<file path="src/rtl/maxpool_2x2_fifo_ctrl_pkg.sv">
// Shared maxpool types and helpers.
// Used by the 2x2 pooling controller and its lane comparators.
package maxpool_2x2_fifo_ctrl_pkg;

   localparam int DEF_DATA_WIDTH = 16;
   localparam int DEF_NUM_LANE   = 16;
   localparam int MAX_DW         = 64;

   typedef enum logic {
      EVEN_ROW = 1'b0,
      ODD_ROW  = 1'b1
   } mp_state_e;

   function automatic logic signed [MAX_DW-1:0] smax(
      input logic signed [MAX_DW-1:0] a,
      input logic signed [MAX_DW-1:0] b
   );
      return (a > b) ? a : b;
   endfunction

endpackage

</file>
<file path="src/rtl/maxpool_2x2_fifo_ctrl_if.sv">
// Pixel stream, row FIFO control and pooled output bundle.
// master is the pooling controller, slave its environment.
import maxpool_2x2_fifo_ctrl_pkg::*;

interface maxpool_2x2_fifo_ctrl_if #(
   parameter int DATA_WIDTH = DEF_DATA_WIDTH,
   parameter int NUM_LANE   = DEF_NUM_LANE
);
   localparam int LW = DATA_WIDTH * NUM_LANE;

   logic          in_valid;
   logic [LW-1:0] in_data;
   logic          fifo_wr_en;
   logic [LW-1:0] fifo_wr_data;
   logic          fifo_rd_en;
   logic [LW-1:0] fifo_rd_data;
   logic          fifo_rd_clr;
   logic          fifo_wr_clr;
   logic          out_valid;
   logic [LW-1:0] out_data;
   logic          frame_done;

   modport master (
      input  in_valid, in_data, fifo_rd_data,
      output fifo_wr_en, fifo_wr_data, fifo_rd_en,
      output fifo_rd_clr, fifo_wr_clr,
      output out_valid, out_data, frame_done
   );

   modport slave (
      output in_valid, in_data, fifo_rd_data,
      input  fifo_wr_en, fifo_wr_data, fifo_rd_en,
      input  fifo_rd_clr, fifo_wr_clr,
      input  out_valid, out_data, frame_done
   );

endinterface

</file>
<file path="src/rtl/maxpool_2x2_fifo_ctrl_lane_cmp.sv">
// Signed max of two pixels for one lane.
import maxpool_2x2_fifo_ctrl_pkg::*;

module maxpool_lane_cmp #(
   parameter int DATA_WIDTH = DEF_DATA_WIDTH
) (
   input  logic [DATA_WIDTH-1:0] a,
   input  logic [DATA_WIDTH-1:0] b,
   output logic [DATA_WIDTH-1:0] y
);
   logic signed [MAX_DW-1:0] ax;
   logic signed [MAX_DW-1:0] bx;
   logic                     pick_a;

   assign ax     = {{(MAX_DW-DATA_WIDTH){a[DATA_WIDTH-1]}}, a};
   assign bx     = {{(MAX_DW-DATA_WIDTH){b[DATA_WIDTH-1]}}, b};
   assign pick_a = (smax(ax, bx) == ax);
   assign y      = pick_a ? a : b;

endmodule

</file>
<file path="src/rtl/maxpool_2x2_fifo_ctrl.sv">
// 2x2 stride-2 max pool over parallel lanes using an external row FIFO.
// Even rows park pair maxima in the FIFO, odd rows fold them back in.
import maxpool_2x2_fifo_ctrl_pkg::*;

module maxpool_2x2_fifo_ctrl #(
   parameter int DATA_WIDTH = DEF_DATA_WIDTH,
   parameter int NUM_LANE   = DEF_NUM_LANE,
   parameter int ROW_LEN    = 16,
   parameter int NUM_ROWS   = 16
) (
   input logic clk,
   input logic rst,
   maxpool_2x2_fifo_ctrl_if.master bus
);
   localparam int LW = DATA_WIDTH * NUM_LANE;
   localparam int CW = $clog2(ROW_LEN);
   localparam int RW = $clog2(NUM_ROWS);
   localparam logic [CW-1:0] COL_LAST = CW'(ROW_LEN - 1);
   localparam logic [RW-1:0] ROW_LAST = RW'(NUM_ROWS - 1);

   mp_state_e     state;
   logic [CW-1:0] col;
   logic [RW-1:0] row;
   logic [LW-1:0] hold_q;
   logic [LW-1:0] hmax;
   logic [LW-1:0] hmax_q;
   logic [LW-1:0] hmax_d;
   logic [LW-1:0] vmax;
   logic          pair;
   logic          col_last;
   logic          row_last;
   logic          last_v1;
   logic          rd_v2;
   logic          last_v2;

   assign pair     = bus.in_valid & col[0];
   assign col_last = (col == COL_LAST);
   assign row_last = (row == ROW_LAST);

   for (genvar i = 0; i < NUM_LANE; i++) begin : g_lane
      maxpool_lane_cmp #(.DATA_WIDTH(DATA_WIDTH)) u_h (
         .a (hold_q[i*DATA_WIDTH +: DATA_WIDTH]),
         .b (bus.in_data[i*DATA_WIDTH +: DATA_WIDTH]),
         .y (hmax[i*DATA_WIDTH +: DATA_WIDTH])
      );
      maxpool_lane_cmp #(.DATA_WIDTH(DATA_WIDTH)) u_v (
         .a (bus.fifo_rd_data[i*DATA_WIDTH +: DATA_WIDTH]),
         .b (hmax_d[i*DATA_WIDTH +: DATA_WIDTH]),
         .y (vmax[i*DATA_WIDTH +: DATA_WIDTH])
      );
   end

   always_ff @(posedge clk) begin
      if (rst) begin
         state            <= EVEN_ROW;
         col              <= '0;
         row              <= '0;
         hold_q           <= '0;
         hmax_q           <= '0;
         hmax_d           <= '0;
         last_v1          <= 1'b0;
         rd_v2            <= 1'b0;
         last_v2          <= 1'b0;
         bus.fifo_wr_en   <= 1'b0;
         bus.fifo_wr_data <= '0;
         bus.fifo_rd_en   <= 1'b0;
         bus.fifo_rd_clr  <= 1'b1;
         bus.fifo_wr_clr  <= 1'b1;
         bus.out_valid    <= 1'b0;
         bus.out_data     <= '0;
         bus.frame_done   <= 1'b0;
      end else begin
         bus.fifo_wr_en  <= pair && (state == EVEN_ROW);
         bus.fifo_rd_en  <= pair && (state == ODD_ROW);
         last_v1         <= pair && (state == ODD_ROW) && col_last && row_last;
         rd_v2           <= bus.fifo_rd_en;
         last_v2         <= last_v1;
         hmax_d          <= hmax_q;
         bus.out_valid   <= rd_v2;
         bus.frame_done  <= last_v2;
         // FIFO is empty after the last odd-row read; clear realigns pointers
         bus.fifo_rd_clr <= last_v2;
         bus.fifo_wr_clr <= last_v2;
         if (rd_v2)
            bus.out_data <= vmax;
         if (pair && (state == EVEN_ROW))
            bus.fifo_wr_data <= hmax;
         if (pair && (state == ODD_ROW))
            hmax_q <= hmax;
         if (bus.in_valid) begin
            if (!col[0])
               hold_q <= bus.in_data;
            if (col_last) begin
               col   <= '0;
               state <= (state == EVEN_ROW) ? ODD_ROW : EVEN_ROW;
               row   <= row_last ? '0 : row + 1'b1;
            end else begin
               col <= col + 1'b1;
            end
         end
      end
   end

endmodule
</file>
<file path="src/flat_wrapper.sv">
// flat-port wrapper written by rule: the top's interface ports become plain ports
module maxpool_2x2_fifo_ctrl_flat 
#(
   parameter int DATA_WIDTH = DEF_DATA_WIDTH,
   parameter int NUM_LANE   = DEF_NUM_LANE,
   parameter int ROW_LEN    = 16,
   parameter int NUM_ROWS   = 16
)
  (clk, rst, bus_in_valid, bus_in_data, bus_fifo_rd_data, bus_fifo_wr_en, bus_fifo_wr_data, bus_fifo_rd_en, bus_fifo_rd_clr, bus_fifo_wr_clr, bus_out_valid, bus_out_data, bus_frame_done);
  maxpool_2x2_fifo_ctrl_if #(.DATA_WIDTH(DATA_WIDTH), .NUM_LANE(NUM_LANE)) bus_i ();
  input logic clk;
  input logic rst;
  input wire logic [$bits(bus_i.in_valid)-1:0] bus_in_valid;
  input wire logic [$bits(bus_i.in_data)-1:0] bus_in_data;
  input wire logic [$bits(bus_i.fifo_rd_data)-1:0] bus_fifo_rd_data;
  output wire logic [$bits(bus_i.fifo_wr_en)-1:0] bus_fifo_wr_en;
  output wire logic [$bits(bus_i.fifo_wr_data)-1:0] bus_fifo_wr_data;
  output wire logic [$bits(bus_i.fifo_rd_en)-1:0] bus_fifo_rd_en;
  output wire logic [$bits(bus_i.fifo_rd_clr)-1:0] bus_fifo_rd_clr;
  output wire logic [$bits(bus_i.fifo_wr_clr)-1:0] bus_fifo_wr_clr;
  output wire logic [$bits(bus_i.out_valid)-1:0] bus_out_valid;
  output wire logic [$bits(bus_i.out_data)-1:0] bus_out_data;
  output wire logic [$bits(bus_i.frame_done)-1:0] bus_frame_done;
  assign bus_i.in_valid = bus_in_valid;
  assign bus_i.in_data = bus_in_data;
  assign bus_i.fifo_rd_data = bus_fifo_rd_data;
  assign bus_fifo_wr_en = bus_i.fifo_wr_en;
  assign bus_fifo_wr_data = bus_i.fifo_wr_data;
  assign bus_fifo_rd_en = bus_i.fifo_rd_en;
  assign bus_fifo_rd_clr = bus_i.fifo_rd_clr;
  assign bus_fifo_wr_clr = bus_i.fifo_wr_clr;
  assign bus_out_valid = bus_i.out_valid;
  assign bus_out_data = bus_i.out_data;
  assign bus_frame_done = bus_i.frame_done;
  maxpool_2x2_fifo_ctrl #(.DATA_WIDTH(DATA_WIDTH), .NUM_LANE(NUM_LANE), .ROW_LEN(ROW_LEN), .NUM_ROWS(NUM_ROWS)) u_core (.clk(clk), .rst(rst), .bus(bus_i));
endmodule
</file>
<file path="config.mk">
export PLATFORM = sky130hd
export DESIGN_NAME = maxpool_2x2_fifo_ctrl_flat
export DESIGN_NICKNAME = d
export VERILOG_FILES = /design/src/rtl/maxpool_2x2_fifo_ctrl_pkg.sv /design/src/rtl/maxpool_2x2_fifo_ctrl_if.sv /design/src/rtl/maxpool_2x2_fifo_ctrl_lane_cmp.sv /design/src/rtl/maxpool_2x2_fifo_ctrl.sv /design/src/flat_wrapper.sv
export SDC_FILE = /design/constraint.sdc
export NUM_CORES = 2
export LEC_CHECK = 0
export BUFFER_PORTS_ARGS = -buffer_cell sky130_fd_sc_hd__buf_4
export CORE_AREA = 5 5 398 400
export CTS_CLUSTER_DIAMETER = 60
export DETAILED_ROUTE_END_ITERATION = 6
export DIE_AREA = 0 0 403 405
export GPL_ROUTABILITY_DRIVEN = 1
export SLEW_MARGIN = 5
export SYNTH_ARGS = -nofsm -noshare
export SYNTH_HDL_FRONTEND = slang
export SYNTH_SLANG_ARGS = --single-unit
</file>
<file path="constraint.sdc">
create_clock -name clk -period 3.6 [get_ports clk]
set_input_delay 0.18 -clock clk [delete_from_list [all_inputs] [get_ports clk]]
set_output_delay 0.18 -clock clk [all_outputs]
set_load 0.01 [all_outputs]
</file>
# Yosys cells after proc, flatten, opt, wreduce, memory -nomap -nowiden
# Index checks and enable logic that the tools add are counted.
op_classes:
  n_addsub: 2
  order_cmp: 32
  n_eq_ne: 34
  mux: 67
  n_bitwise: 3
  reduce_logical: 6
op_table:
  columns: ["operator", "count"]
  rows:
  - ["equality test 64 x 16 -> 1 bit", 32]
  - ["two-way mux 64 bit", 32]
  - ["> comparator 16 bit", 32]
  - ["two-way mux 16 bit", 32]
  - ["adder 4 x 1 -> 4 bit, second input constant", 2]
  - ["equality test 4 bit, second input constant", 2]
  - ["two-way mux 4 bit", 2]
  - ["logical AND 1 bit", 4]
  - ["AND reduction 2 bit", 2]
  - ["NOT 1 bit", 2]
  - ["AND 1 bit", 1]
  - ["two-way mux 1 bit", 1]
totals:
  regBits: 1297
  inputBits: 515
  out_inout_bits: 518

# Longest topological paths before layout
logic_depth:
  depth_word: 4
  depth_mapped: 11
  ltp_nobuf: 9

# Modules after synthesis
# From an unflattened synthesis, not the netlist that was laid out.
unflattened:
  hier_cells: 11192
  area_unflattened_um2: 88642.5
by_module_without_submodules:
  columns: ["module", "instances", "cells_each", "area_each_um2"]
  rows:
  - ["maxpool_2x2_fifo_ctrl", 1, 4223, 42035.3]
  - ["maxpool_lane_cmp (u_core.g_lane[0].u_h ...)", 25, 218, 1452.6]
  - ["maxpool_lane_cmp (u_core.g_lane[6].u_v ...)", 7, 217, 1470.2]

# Worst setup path before layout
# OpenSTA, ideal clock, no wires.
synth_timing:
  kind: "register to register"
  startpoint: "register u_core.hold_q[47]"
  endpoint: "register u_core.hmax_q[38]"
  setup_time_ns: 0.134
  arrival_time_ns: 2.278
  slack_ns: 1.188
  path_stages_with_launch: 11
  path_buffers: 3
  period_less_slack_ns: 2.412
  cell_sequence: "dfxtp_1 > ha_1 > nand4_1 > or4_1 > or2_0 > clkbuf_2 > and2_4 > buf_6 > buf_8 > a21oi_2 > a211oi_1"
synth_via:
  elab_chain_cells: 4
synth_rtl:
  columns: ["item", "line_no", "text"]
  rows:
  - ["start: declaration", "maxpool_2x2_fifo_ctrl.sv:24", "logic [LW-1:0] hold_q;"]
  - ["start signal: assignment", "maxpool_2x2_fifo_ctrl.sv:92", "hold_q <= bus.in_data;"]
  - ["> comparator 16 bit", "maxpool_2x2_fifo_ctrl_pkg.sv:18", "return (a > b) ? a : b;"]
  - ["two-way mux 64 bit", "maxpool_2x2_fifo_ctrl_pkg.sv:18", null]
  - ["equality test 64 x 16 -> 1 bit *", "maxpool_2x2_fifo_ctrl_lane_cmp.sv:17", "assign pick_a = (smax(ax, bx) == ax);"]
  - ["two-way mux 16 bit *", "maxpool_2x2_fifo_ctrl_lane_cmp.sv:18", "assign y = pick_a ? a : b;"]
  - ["end signal: assignment", "maxpool_2x2_fifo_ctrl.sv:89", "hmax_q <= hmax;"]
  - ["end: declaration", "maxpool_2x2_fifo_ctrl.sv:26", "logic [LW-1:0] hmax_q;"]
# Every way passes the cells marked *; elsewhere a longest branch is shown, timed or not.
# A chain may end at the register's enable or synchronous reset.

# Worst setup path in the final report
layout_timing:
  startpoint: "register u_core.hmax_d[109]"
  endpoint: "register u_core.bus.out_data[102]"
layout_via:
  elab_chain_cells: 4
layout_rtl:
  columns: ["item", "line_no", "text"]
  rows:
  - ["start: declaration", "maxpool_2x2_fifo_ctrl.sv:27", "logic [LW-1:0] hmax_d;"]
  - ["start signal: assignment", "maxpool_2x2_fifo_ctrl.sv:78", "hmax_d <= hmax_q;"]
  - ["> comparator 16 bit", "maxpool_2x2_fifo_ctrl_pkg.sv:18", null]
  - ["two-way mux 64 bit *", "maxpool_2x2_fifo_ctrl_pkg.sv:18", null]
  - ["equality test 64 x 16 -> 1 bit *", "maxpool_2x2_fifo_ctrl_lane_cmp.sv:17", null]
  - ["two-way mux 16 bit *", "maxpool_2x2_fifo_ctrl_lane_cmp.sv:18", null]
  - ["end signal: assignment", "maxpool_2x2_fifo_ctrl.sv:85", "bus.out_data <= vmax;"]
  - ["end: declaration", "maxpool_2x2_fifo_ctrl_if.sv:27", "output out_valid, out_data, frame_done"]
# Marks and branches as above.

==> results.md <==
* Outcome: complete, no violations
* RR Endpoint: u_core.bus.out_data[102]
* Antenna violations before repair at 75
* Antenna Nets Post-Route at 0
* Routability Congestion at 0.9731
* Syn_area_per_cell at 8.934 um^2
* Clock root buffer: clkbuf_16
* Clock share of power at 44.1%
* Ys async rst share at 0%
* Grt total ovfl at 0
* Post-CTS Setup Repair Bufs at 0
* Synth Flop Type: dfxtp_1
* Switching Fraction at 27.46%
* Worst skew pair latency at 0.79 ns
* Hold-fix buffers, CTS at 524
* TritonCTS Buffers at 156
* Mapped Area at 65320 um^2
* Core ar. at 154900 um^2
* Most frequent cells in the layout: dfxtp_1, buf_4, nor2_1
* Post-synthesis sequential area ratio at 39.75%
* Layer with the highest usage: met2
* Number of primary I/O pins at 1033
* Global-route met3 utilization at 5.673%
* Via density at 5.241
* Critical Path AT at 3.71 ns
* FMAX at 0.3263 GHz
* Slowest-stage cell, CP: dfxtp_1
* Minimum clock period at 3.065 ns
* Fin nets at 9727
* Hold Path Cell Cnt at 4
* MaxCap Viol Count at 0
* # rows at 145
* Distinct cells, synth at 73
* WP data required at 4.24 ns
* Vias in the first global route at 55.85k
* Die width at 403 um
* Net Sw Power at 10.06 mW
* Clock transition at path regs at 0.06 ns
* Setup TNS at 0 ns
* Starting DRT DRC Count at 3596
* Critical Path Start Type: register
* Syn Inst Count at 7311
* Clock sink count at 1297
* Fin. Hold Viols at 0
* Met2 Resource Use GR at 45.86%
* Yosys warns at 0
* Routed len/inst at 21.13 um
* First-pass GRT wire length at 343.9 mm
* Layout cells sized above 1 at 16.15%
* Number of synthesized flops with an enable pin at 0
* CP max FO at 11
* Leakage at 36.47 nW
* Combinational power share at 14.8%
* Vias at 57.35k
* DR pass1 iterations at 5
* Final WL at 231.2 mm
* Initial core utilization at 42.16%
* H-Tree Depth at 4
* Layout area overhead at 31.21%
* FF-to-FF setup slack at 0.54 ns
* Post-route DRC at 0
* CP startpoint: u_core.hmax_d[109]
* CTS tree: done
* Peak supply drop at 415.8 uV
* Power Internal at 26.56 mW
* DP HPWL at 176.4 mm
* Mapped Nets at 8340
* Die H at 405 um
* Gr usage total at 26.98%
* Final period utilization at 85.14%
* Power Density at 427.3 nW/um^2
* Clock Skew at 0.03685 ns
* FF-to-FF path depth at 10
* Final setup vio count at 0
* Reg-to-reg startpoint: u_core.hmax_d[109]
* WHS at 0.2215 ns
* Peak per-stage delay on the critical path at 0.41 ns
* Worst Hold End: u_core.hold_q[64]
* Fin. max-slew vios at 0
* RSZ-0062 raised after global routing: false
* CTS-repair resized insts at 0
* Largest net degree at the start of global routing at 146
* Hold Crit Class: in -> reg
* Worst path cell trace: inv_1, ha_1, nand4_1, nor4_1, a21boi_0, a2111oi_0, o21bai_2, buf_4, mux2i_1, a211oi_1
* Sequential Power Share at 41.1%
* Max Root-Sink Buffers at 3
* Setup CP Type: reg -> reg
* Hold_sp: bus_in_data[64]
* Most common cell after layout, fill and taps aside: dfxtp_1
* IO buf count at 1032
* Worst slew pin tran at 1.084 ns
* #FFs+latches synth at 1297
* Die Area at 163200 um^2
* Relative slew slack at 27.76%
* Met1 usage at 33.20%
* Critical Path End Type: register
registers in the layout, indices dropped and copies added, names as in the netlist:
register,count
u_core.row,4
u_core.bus.fifo_rd_clr,1
u_core.hmax_d,256
u_core.hold_q,256
u_core.bus.out_valid,1
u_core.bus.frame_done,1
u_core.rd_v2,1
u_core.hmax_q,256
u_core.col,4
u_core.bus.fifo_wr_data,256
u_core.last_v1,1
u_core.bus.fifo_wr_en,1
u_core.last_v2,1
u_core.bus.fifo_rd_en,1
u_core.state,1
u_core.bus.out_data,256
per-stage QoR:
stage	instances	total power, mW	cell area (um^2)	util, %	worst slack, ns
after floorplan	7311	18.18	65320	-	1.188
after global placement	10070	20.13	75000	48.41	0.7385
after detailed placement	10070	20.19	75000	48.41	0.6234
after CTS	10890	36.93	85560	55.22	0.5569
after global routing	10920	38.06	85660	55.29	0.2940
final	10940	36.62	85700	55.31	0.5350
per-layer routing:
layer	wire, um	vias up	share of wire (%)
li1	-	28390	-
met1	97520	26890	42
met2	109000	1579	47
met3	13950	456	6.0
met4	10480	34	4.5
met5	227	-	0.098
Yosys cell counts, types with 6 or more instances:
library cell  number  area (um^2)
o211ai_1          21        157.7
a31oi_1           21        131.4
a21boi_0           9        67.56
a21oi_2           10        87.58
inv_1            552         2072
a221oi_1          14        122.6
clkbuf_1         350         1314
a21oi_1          459         2297
or3_1             13        81.33
mux2i_1          474         4745
xnor2_1          224         1962
a311oi_1          12        105.1
buf_4              9        67.56
o31ai_1           20        150.1
buf_6             14        157.7
nand2b_1          19        118.9
a2111oi_0          6        52.55
nor4_1            97        606.8
dfxtp_1         1297        25960
buf_8              6        90.09
nor2b_1          311         1946
ha_1             514         6431
nor2_1           674         2530
a31o_2             7        61.31
and3b_1            6        52.55
o22ai_1           11        68.82
nand2_1          629         2361
a2bb2oi_1        150         1314
xor2_1           275         2409
and4b_1            7        70.07
nand3_1           47        235.2
o311ai_0           6        52.55
nor3_1            26        130.1
and4_1             9        78.83
buf_1             12        45.04
o21bai_1           6        45.04
and3_1            26        162.7
o21ai_0           87        435.4
nand4_1          137        857.1
a211oi_1         599         4497
a21o_1            60        450.4
o31ai_4            6        127.6
buf_2             19        95.09
kinds of logic after synthesis:
family / Yosys count / share of synthesized area [%]
AND/OR/NAND/NOR: 2027 / 14.43
multiplexers: 475 / 7.281
buffers and inverters: 963 / 5.889
AO/OA/AOI/OAI: 1536 / 16.11
adder cells (fa/ha/maj): 514 / 9.846
flip-flops: 1297 / 39.75
XOR/XNOR: 499 / 6.691
cell type report:
| type | instances | area, um^2 |
|---|---|---|
| Inverter | 552 | 2072 |
| Antenna cell | 56 | 140.1 |
| Multi-Input combinational cell | 5051 | 35560 |
| Timing Repair Buffer | 1640 | 14070 |
| Tap cell | 2058 | 2575 |
| Clock buffer | 214 | 4394 |
| Clock inverter | 73 | 922.1 |
| Sequential cell | 1297 | 25970 |
| Fill cell | 14250 | 69240 |
power groups by stage:
stage | clock [mW] | combinational, mW | sequential (mW)
floorplan | 0 | 2.85 | 15.3
global placement | 0 | 4.80 | 15.3
detailed placement | 0 | 4.85 | 15.3
CTS | 16.5 | 5.43 | 15.0
global route | 17.1 | 5.91 | 15.1
finish | 16.2 | 5.42 | 15.0
worst max-delay path: cells and delay by family (launching register included):
kind	cells	cell delay, ns
AO/OA/AOI/OAI	4	0.94
adder cells (fa/ha/maj)	1	0.31
buffers and inverters	2	0.40
flip-flops	1	0.41
multiplexers	1	0.32
AND/OR/NAND/NOR	2	0.54
worst max path at each step:
stage | to | cells past startpoint | slack (ns)
6_report | u_core.bus.out_data[102] | 10 | 0.54
5_1_grt | u_core.bus.out_data[74] | 10 | 0.29
4_1_cts | u_core.bus.out_data[102] | 10 | 0.56
3_5_place_dp | u_core.bus.out_data[102] | 10 | 0.62
3_3_place_gp | u_core.bus.out_data[102] | 10 | 0.74
2_1_floorplan | u_core.hmax_q[38] | 10 | 1.19
Power figures use the tool's default switching activity.
